===== src/rtl/vend_pkg.sv =====
// vend_pkg: shared coin encoding, coin value decode and controller state encoding
package vend_pkg;

    localparam logic [1:0] COIN_25  = 2'b00;
    localparam logic [1:0] COIN_50  = 2'b01;
    localparam logic [1:0] COIN_75  = 2'b10;
    localparam logic [1:0] COIN_1RS = 2'b11;

    typedef enum logic [1:0] {S_IDLE, S_CREDIT, S_DISPENSE, S_CHANGE} state_t;

    function automatic logic [2:0] coin_value(input logic [1:0] code);
        return code == COIN_25 ? 3'd1 : code == COIN_50 ? 3'd2 : code == COIN_75 ? 3'd3 : 3'd4;
    endfunction

endpackage


===== src/rtl/vend_change_payout.sv =====
// vend_change_payout: load/decrement counter emitting one change pulse per unit
// Ports: clk, rst (async active-low), i_load/i_load_val (start a refund of
// i_load_val units), o_cnt (units still owed), o_pulse (registered change pulse),
// o_done (last unit is being paid this cycle, or nothing is owed).
module vend_change_payout #(
    parameter int CW = 4
) (
    input  logic          clk,
    input  logic          rst,
    input  logic          i_load,
    input  logic [CW-1:0] i_load_val,
    output logic [CW-1:0] o_cnt,
    output logic          o_pulse,
    output logic          o_done
);
    logic [CW-1:0] r_cnt;
    logic          r_pulse;

    // A load of K produces K consecutive pulse cycles showing K..1 on o_cnt.
    always_ff @(posedge clk or negedge rst) begin
        if (!rst) begin
            r_cnt   <= '0;
            r_pulse <= 1'b0;
        end else begin
            r_cnt   <= i_load ? i_load_val : r_cnt - CW'(r_cnt != '0);
            r_pulse <= i_load ? i_load_val != '0 : r_cnt > CW'(1);
        end
    end

    assign o_cnt   = r_cnt;
    assign o_pulse = r_pulse;
    assign o_done  = r_cnt <= CW'(1);

endmodule


===== src/rtl/vend_ctrl_multi.sv =====
// vend_ctrl_multi: N-product vending controller with credit, change payout and refund
// Ports: clk, rst (async active-low); coin_valid/coin from the coin acceptor;
// sel/vend_req purchase request; cancel refund request; disp_valid/disp_id/
// disp_ready dispenser handshake; change_pulse one per 25p unit returned;
// coin_reject/vend_err one-cycle pulses; credit in 25p units; busy in DISPENSE/CHANGE.
// Build option: define VEND_TIMEOUT_EN to add a dispense timeout with a full
// refund and the vend_fault pulse output.
module vend_ctrl_multi
    import vend_pkg::*;
#(
    parameter int                   N_PROD     = 4,
    parameter int                   SEL_W      = 2,
    parameter int                   CW         = 4,
    parameter logic [N_PROD*CW-1:0] PRICES     = {4'd6, 4'd3, 4'd2, 4'd4},
    parameter int                   MAX_CREDIT = 12,
    parameter int                   TO_CYCLES  = 16
) (
    input  logic             clk,
    input  logic             rst,
    input  logic             coin_valid,
    input  logic [1:0]       coin,
    input  logic [SEL_W-1:0] sel,
    input  logic             vend_req,
    input  logic             cancel,
    input  logic             disp_ready,
    output logic             disp_valid,
    output logic [SEL_W-1:0] disp_id,
    output logic             change_pulse,
    output logic             coin_reject,
    output logic             vend_err,
    output logic [CW-1:0]    credit,
`ifdef VEND_TIMEOUT_EN
    output logic             vend_fault,
`endif
    output logic             busy
);
    state_t           r_state, w_state_nxt;
    logic [CW-1:0]    r_credit, w_price, w_load_val, w_pay_cnt;
    logic [CW:0]      w_coin_sum;
    logic [SEL_W-1:0] r_disp_id;
    logic             r_disp_valid, r_coin_reject, r_vend_err;
    logic             w_open, w_cancel, w_vend, w_vend_ok, w_coin_ok;
    logic             w_pay_load, w_pay_done, w_timeout;
    logic [CW-1:0]    w_price_tab [2**SEL_W];

    // Unpopulated select codes read as price 0 but are rejected by the range check.
    for (genvar i = 0; i < 2**SEL_W; i++) begin : g_price
        if (i < N_PROD) begin : g_p
            assign w_price_tab[i] = PRICES[i*CW +: CW];
        end else begin : g_z
            assign w_price_tab[i] = '0;
        end
    end

    assign w_price    = w_price_tab[sel];
    assign w_coin_sum = {1'b0, r_credit} + (CW+1)'(coin_value(coin));
    // Only IDLE/CREDIT accept events; cancel with zero credit is a no-op so it
    // does not shadow lower-priority events.
    assign w_open     = r_state == S_IDLE || r_state == S_CREDIT;
    assign w_cancel   = w_open && cancel && r_credit != '0;
    assign w_vend     = w_open && !w_cancel && vend_req;
    assign w_vend_ok  = w_vend && int'(sel) < N_PROD && r_credit >= w_price;
    assign w_coin_ok  = w_open && !w_cancel && !vend_req && coin_valid &&
                        w_coin_sum <= (CW+1)'(MAX_CREDIT);
    assign w_pay_load = r_state != S_CHANGE && w_state_nxt == S_CHANGE;

`ifdef VEND_TIMEOUT_EN
    localparam int TO_W = $clog2(TO_CYCLES + 1);
    logic [TO_W-1:0] r_to_cnt;
    logic            r_vend_fault;

    assign w_timeout  = r_state == S_DISPENSE && !disp_ready && r_to_cnt == TO_W'(TO_CYCLES - 1);
    // A timed-out vend refunds the price that was already deducted.
    assign w_load_val = w_timeout ? r_credit + w_price_tab[r_disp_id] : r_credit;
    assign vend_fault = r_vend_fault;

    always_ff @(posedge clk or negedge rst) begin
        if (!rst) begin
            r_to_cnt     <= '0;
            r_vend_fault <= 1'b0;
        end else begin
            r_to_cnt     <= r_state == S_DISPENSE ? r_to_cnt + TO_W'(1) : '0;
            r_vend_fault <= w_timeout;
        end
    end
`else
    assign w_timeout  = 1'b0;
    assign w_load_val = r_credit;
`endif

    always_ff @(posedge clk or negedge rst) begin
        if (!rst) r_state <= S_IDLE;
        else      r_state <= w_state_nxt;
    end

    always_comb begin
        w_state_nxt = r_state;
        case (r_state)
            S_IDLE, S_CREDIT: w_state_nxt = w_cancel ? S_CHANGE : w_vend_ok ? S_DISPENSE :
                                            w_coin_ok ? S_CREDIT : r_state;
            S_DISPENSE:       w_state_nxt = w_timeout || (disp_ready && r_credit != '0) ? S_CHANGE :
                                            disp_ready ? S_IDLE : S_DISPENSE;
            S_CHANGE:         w_state_nxt = w_pay_done ? S_IDLE : S_CHANGE;
            default:          w_state_nxt = S_IDLE;
        endcase
    end

    // Credit owed as change moves into the payout counter, so r_credit clears on load.
    always_ff @(posedge clk or negedge rst) begin
        if (!rst) begin
            r_credit      <= '0;
            r_disp_id     <= '0;
            r_disp_valid  <= 1'b0;
            r_coin_reject <= 1'b0;
            r_vend_err    <= 1'b0;
        end else begin
            r_credit      <= w_pay_load ? '0 : w_vend_ok ? r_credit - w_price :
                             w_coin_ok ? w_coin_sum[CW-1:0] : r_credit;
            r_disp_id     <= w_vend_ok ? sel : r_disp_id;
            r_disp_valid  <= w_state_nxt == S_DISPENSE;
            r_coin_reject <= coin_valid && !w_coin_ok;
            r_vend_err    <= w_vend && !w_vend_ok;
        end
    end

    vend_change_payout #(.CW(CW)) u_payout (
        .clk        (clk),
        .rst        (rst),
        .i_load     (w_pay_load),
        .i_load_val (w_load_val),
        .o_cnt      (w_pay_cnt),
        .o_pulse    (change_pulse),
        .o_done     (w_pay_done)
    );

    assign credit      = r_state == S_CHANGE ? w_pay_cnt : r_credit;
    assign busy        = r_state == S_DISPENSE || r_state == S_CHANGE;
    assign disp_valid  = r_disp_valid;
    assign disp_id     = r_disp_id;
    assign coin_reject = r_coin_reject;
    assign vend_err    = r_vend_err;

endmodule


===== config.mk =====
export PLATFORM = sky130hd
export DESIGN_NAME = vend_ctrl_multi
export DESIGN_NICKNAME = d
export VERILOG_FILES = /design/src/rtl/vend_pkg.sv /design/src/rtl/vend_change_payout.sv /design/src/rtl/vend_ctrl_multi.sv
export SDC_FILE = /design/constraint.sdc
export NUM_CORES = 1
export LEC_CHECK = 0
export BUFFER_PORTS_ARGS = -buffer_cell sky130_fd_sc_hd__buf_2
export CAP_MARGIN = 30
export CELL_PAD_IN_SITES_DETAIL_PLACEMENT = 1
export CELL_PAD_IN_SITES_GLOBAL_PLACEMENT = 2
export CORE_ASPECT_RATIO = 1.1
export CORE_UTILIZATION = 34
export DETAILED_ROUTE_END_ITERATION = 8
export PLACE_DENSITY = 0.79
export SYNTH_ARGS = -nofsm -noshare
export SYNTH_HDL_FRONTEND = slang
export SYNTH_SLANG_ARGS = --single-unit
export TNS_END_PERCENT = 20

===== constraint.sdc =====
create_clock -name clk -period 2.6 [get_ports clk]
set_input_delay 0 -clock clk [delete_from_list [all_inputs] [get_ports clk]]
set_output_delay 0 -clock clk [all_outputs]
set_load 0.02 [all_outputs]

# == Yosys cells after proc, flatten, opt, wreduce, memory -nomap -nowiden ==
# Index checks and enable logic that the tools add are counted.
# totals
reg_bits,16
input_bits,10
# classes
add_sub_neg,3
magnitude_cmp,5
eq_ne,8
n_mux,19
n_bitwise,1
reduce_logical,24
# op_table
cell,n
two-way mux 4 bit,7
logical AND 1 bit,12
two-way mux 2 bit,6
equality test 2 bit (second input constant),5
two-way mux 3 bit,3
binary-select mux 4 bit (select 2 bit),1
nonzero test 4 bit,2
case mux 2 bit (3 select lines),1
adder 4 x 3 -> 5 bit,1
less-or-equal comparator 5 x 4 -> 1 bit (second input constant),1
equality test 2 x 1 -> 1 bit (second input constant),2
>= comparator 4 bit,1
greater-than comparator 4 x 1 -> 1 bit (second input constant),1
less-or-equal comparator 4 x 1 -> 1 bit (second input constant),1
logical NOT 1 bit,4
logical NOT 2 bit,2
subtractor 4 x 1 -> 4 bit,1
subtractor 4 bit,1
>= comparator 3 bit (second input constant),1
inverter 2 -> 3 bit,1
nonzero test 3 bit,1
logical OR 1 bit,2
!= test 2 bit (second input constant),1
OR reduction 2 bit,1
two-way mux 1 bit,1

# == Longest topological paths before layout ==
# logic_depth
word_depth,16
mapped_depth,11

# == Cells and area by module ==
# From an unflattened synthesis, not the netlist that was laid out.
# hier_totals
cells_unflattened,122
area_unflattened_um2,1211.2
# by_module_without_submodules
mod,n_inst,cells_each,area_per_inst_um2,seq_area_each_um2
vend_ctrl_multi,1,97,953.4,275.3
vend_change_payout,1,25,257.7,125.1

# == Least setup slack after synthesis ==
# No wires, ideal clock.
# synth_timing
kind,reg2reg
startpoint,register r_credit[0]
endpoint,register r_credit[0]
t_arrival_ns,2.242
t_required_ns,2.501
slack_ns,0.258
path_stages_with_launch,9
path_buffers,0
path_cell_list,dfrtp_1 ha_1 inv_1 fa_1 and2b_2 nor3_1 or2b_2 a31o_2 a311oi_1
# synth_between
elab_chain_len,14
elab_cells_between_ends,25
cone_classes,add/sub: 2; order compare: 2; eq/ne: 1; mux: 8; reduce/logical: 12
# synth_lines
element,line_no,source
"start, declared",vend_ctrl_multi.sv:38,"logic [CW-1:0] r_credit, w_price, w_load_val, w_pay_cnt;"
"start signal, assigned",vend_ctrl_multi.sv:117,r_credit <= w_pay_load ? '0 : w_vend_ok ? r_credit - w_price :
branches (longest 14 deep; another with adder 4 x 3 -> 5 bit),n/a,
# Several ways; the timed one is not identified. The select of a mux whose other input is x is not followed.
# A chain may end at the register's enable or synchronous reset.

# == Worst setup path after layout ==
# Same ends and word-level chain as after synthesis.

==> impl_metrics.py <==
metrics = {
    "placed_design": {
        "gp_congestion": 0.7497,
        "io_buffers": 20,
        "hpwl_mm": 2.287,
        "place_ws_ns": 0.06425,
        "post-place-cells": 188,
        "dpl_cell_area_um2": 1326,
    },
    "die": {
        "fp.dieW_um": 58.47,
        "die_y_um": 64.11,
        "num_io_pins": 21,
        "row_count": 22,
        "die_area_um2": 3748,
        "core_area_um2": 3331,
        "initial_core_util_pct": 35.80,
    },
    "yosys": {
        "synth_top_area_share_pct": 33.58,
        "synth_nets": 146,
        "ys_ff_latch": 16,
        "yosysSeqAreaShare_pct": 33.58,
        "ys.flop_type": "dfrtp_1",
        "synth_top_cell_by_area": "dfrtp_1",
        "netlist_area_um2": 1192,
        "syn_inst": 123,
        "async_flop_share_pct": 100.0,
        "ys_types": 42,
        "synth-edff-count": 0,
        "avgSynthCellArea_um2": 9.694,
        "yosys_warnings": 0,
        "yosys-top-cells-area": "dfrtp_1 34%, ha_1 12%, nand2_1 4.7%",
    },
    "sta": {
        "hold_viol_final": 0,
        "slew_headroom_pct": 62.17,
        "min_period_ns": 2.444,
        "tightest_slew_ns": 0.5654,
        "fmax_mhz": 409.1,
        "drv_slew": 0,
        "rsz0062_at_grt": "false",
        "finalSetupTns_ns": 0,
        "finClkSkew_ns": 0.003362,
        "finalSetupViolCount": 0,
        "fin_crit_sh_pct": 94.02,
        "setup_ws_ns": 0.1556,
    },
    "grt": {
        "grt_max_degree": 17,
        "grt_overflow": 0,
        "grtUsageTotal_pct": 17.12,
        "antenna_found_initial": 0,
        "grt_pass1_wl_mm": 4.809,
        "grt_pass1_vias": 1060,
    },
    "finish": {
        "drive_above_1_share_pct": 28.67,
        "antennaDiodeCount": 0,
        "syn2layout_area_growth_pct": 20.15,
        "fin_area_um2": 1433,
        "final_cells": 198,
        "nets": 174,
    },
    "pwr": {
        "ir_drop_mv": 0.4700,
        "seqPwrFrac_pct": 29.1,
        "netSwitchingPower_w": 0.0007591,
        "power.share.clock_pct": 10.4,
        "combPwrFrac_pct": 60.5,
        "switching_share_pct": 46.71,
        "power_density_nw_per_um2": 1134,
        "p_int_w": 0.0008660,
        "power.leakage_nw": 0.7068,
    },
    "clocking": {
        "clock_path_buffers": 2,
        "path_clk_slew_ns": 0.10,
        "htreeDepth": 1,
        "cts_made_buffers": 3,
        "clock-sinks": 16,
        "cts_root_buf": "clkbuf_4",
        "worstSkewPairLatency_ns": 0.29,
        "cts_tree": "built",
    },
    "route": {
        "routed_wl_mm": 2.829,
        "drc_errors": 0,
        "via_per_inst": 5.025,
        "wl_per_cell_um": 14.29,
        "vias": 995,
        "drtIter0Drc": 27,
        "first_pass_iters": 4,
        "ant_nets": 0,
    },
    "critical_path": {
        "required_ns": 2.80,
        "crit_chain": "ha_1 > inv_1 > fa_1 > and2b_2 > nor3_2 > or2b_2 > a31o_2 > a311oi_2",
        "end_kind": "register",
        "max_stage_delay_ns": 0.44,
        "cp_max_fo": 4,
        "critPathKind": "register to register",
        "critical_path_arrival_ns": 2.65,
        "startpoint_type": "register",
        "slowest_stage": "dfrtp_2",
    },
    "run": {
        "maxCapViolations": 0,
    },
    "min_path": {
        "hp-class": "primary input to register",
    },
    "outcome": {
        "status": "finished clean",
    },
}
-- synth_stat cells, types with 3 or more instances --
| cell type | count |
|---|---|
| a21o_1 | 3 |
| xnor2_1 | 3 |
| o21ai_0 | 5 |
| xor2_1 | 3 |
| nand3_1 | 3 |
| dfrtp_1 | 16 |
| mux2_2 | 4 |
| nand2_1 | 15 |
| inv_1 | 11 |
| nor2_1 | 6 |
| ha_1 | 11 |
| a21oi_1 | 5 |
-- layout make-up --
cell class,count,area [um2]
Clock buffer,4,36.28
Fill cell,399,1898
Inverter,11,41.29
Multi-Input combinational cell,92,728.2
Sequential cell,16,401.6
Tap cell,48,60.06
Timing Repair Buffer,27,165.2
-- kinds of logic after synthesis --
group,count (synthesis),share of synthesized area (%)
DFF,16,33.58
muxes,6,5.456
adders and majority gates,13,14.90
and+or+nand+nor,38,16.68
xor gates and xnor gates,6,4.408
buffers and inverters,15,6.296
AOI/OAI and AO/OA,29,18.68
-- per-layer routing --
metal / part of all wire (%) / up-vias / GRT usage [%]
met5: 0 / - / 0
met4: 0.46 / 0 / 3.869
met3: 2.7 / 2 / 4.049
met2: 55 / 14 / 32.90
met1: 42 / 493 / 18.40
li1: - / 486 / -
-- per-stage QoR --
step | power [W] | utilization (%) | hold WS, ns
6_report | 0.001625 | 43.01 | 0.02503
4_1_cts | 0.001621 | 42.41 | 0.02427
3_3_place_gp | 0.001404 | 39.82 | -0.05049
3_5_place_dp | 0.001439 | 39.82 | -0.05394
5_1_grt | 0.001778 | 43.01 | 0.06102
2_1_floorplan | 0.001187 | - | -0.2956
-- power by group through the flow --
stage / Clock, W / Combinational (W) / Sequential [W]
3_3_place_gp: 0 / 0.000932 / 0.000472
6_report: 0.000169 / 0.000983 / 0.000472
5_1_grt: 0.000183 / 0.00110 / 0.000492
3_5_place_dp: 0 / 0.000959 / 0.000480
2_1_floorplan: 0 / 0.000708 / 0.000479
4_1_cts: 0.000174 / 0.000972 / 0.000475
-- registers in the layout, summed over array words and instances (netlist names) --
signal            flops
disp_id               2
coin_reject           1
r_state               2
disp_valid            1
vend_err              1
u_payout.o_pulse      1
r_credit              4
u_payout.o_cnt        4
-- critical path, delay by kind of cell, from the launching register on --
kind	cells	cell delay (ns)
fa+ha+maj	2	0.63
compound gates	2	0.46
simple gates	3	0.74
flops	1	0.44
buf+inv	1	0.07
-- timing repair --
item,in CTS,in global routing
hold buffers,5,0
endpoints found under the hold margin,20,0
endpoints found under the setup margin,0,1
resized for setup,0,3
setup buffers,0,1
-- final timing paths --
path / start / to / slack, ns / cells past startpoint
setup reg to reg: r_credit[0]$_DFFE_PN0P_ / r_credit[0]$_DFFE_PN0P_ / 0.16 / 8
hold / removal: cancel / vend_err$_DFF_PN0_ / 0.03 / 4
max in group asynchronous: rst / r_credit[0]$_DFFE_PN0P_ / 2.15 / 2
min in group asynchronous: rst / u_payout.o_cnt[3]$_DFF_PN0_ / 0.15 / 2
setup / recovery: r_credit[0]$_DFFE_PN0P_ / r_credit[0]$_DFFE_PN0P_ / 0.16 / 8
hold reg to reg: disp_id[0]$_DFFE_PN0P_ / disp_id[0]$_DFFE_PN0P_ / 0.52 / 1
-- placed cells by master, fill, tap and decap left out, types with 4 or more instances in the layout --
cell | netlist | final
nor2_1 | 6 | 6
nand2_1 | 15 | 15
dlygate4sd3_1 | 0 | 5
buf_2 | 0 | 20
dfrtp_1 | 16 | 15
o21ai_0 | 5 | 5
inv_1 | 11 | 11
a21oi_1 | 5 | 5
ha_1 | 11 | 11
mux2_2 | 4 | 4
Power figures use the tool's default switching activity.
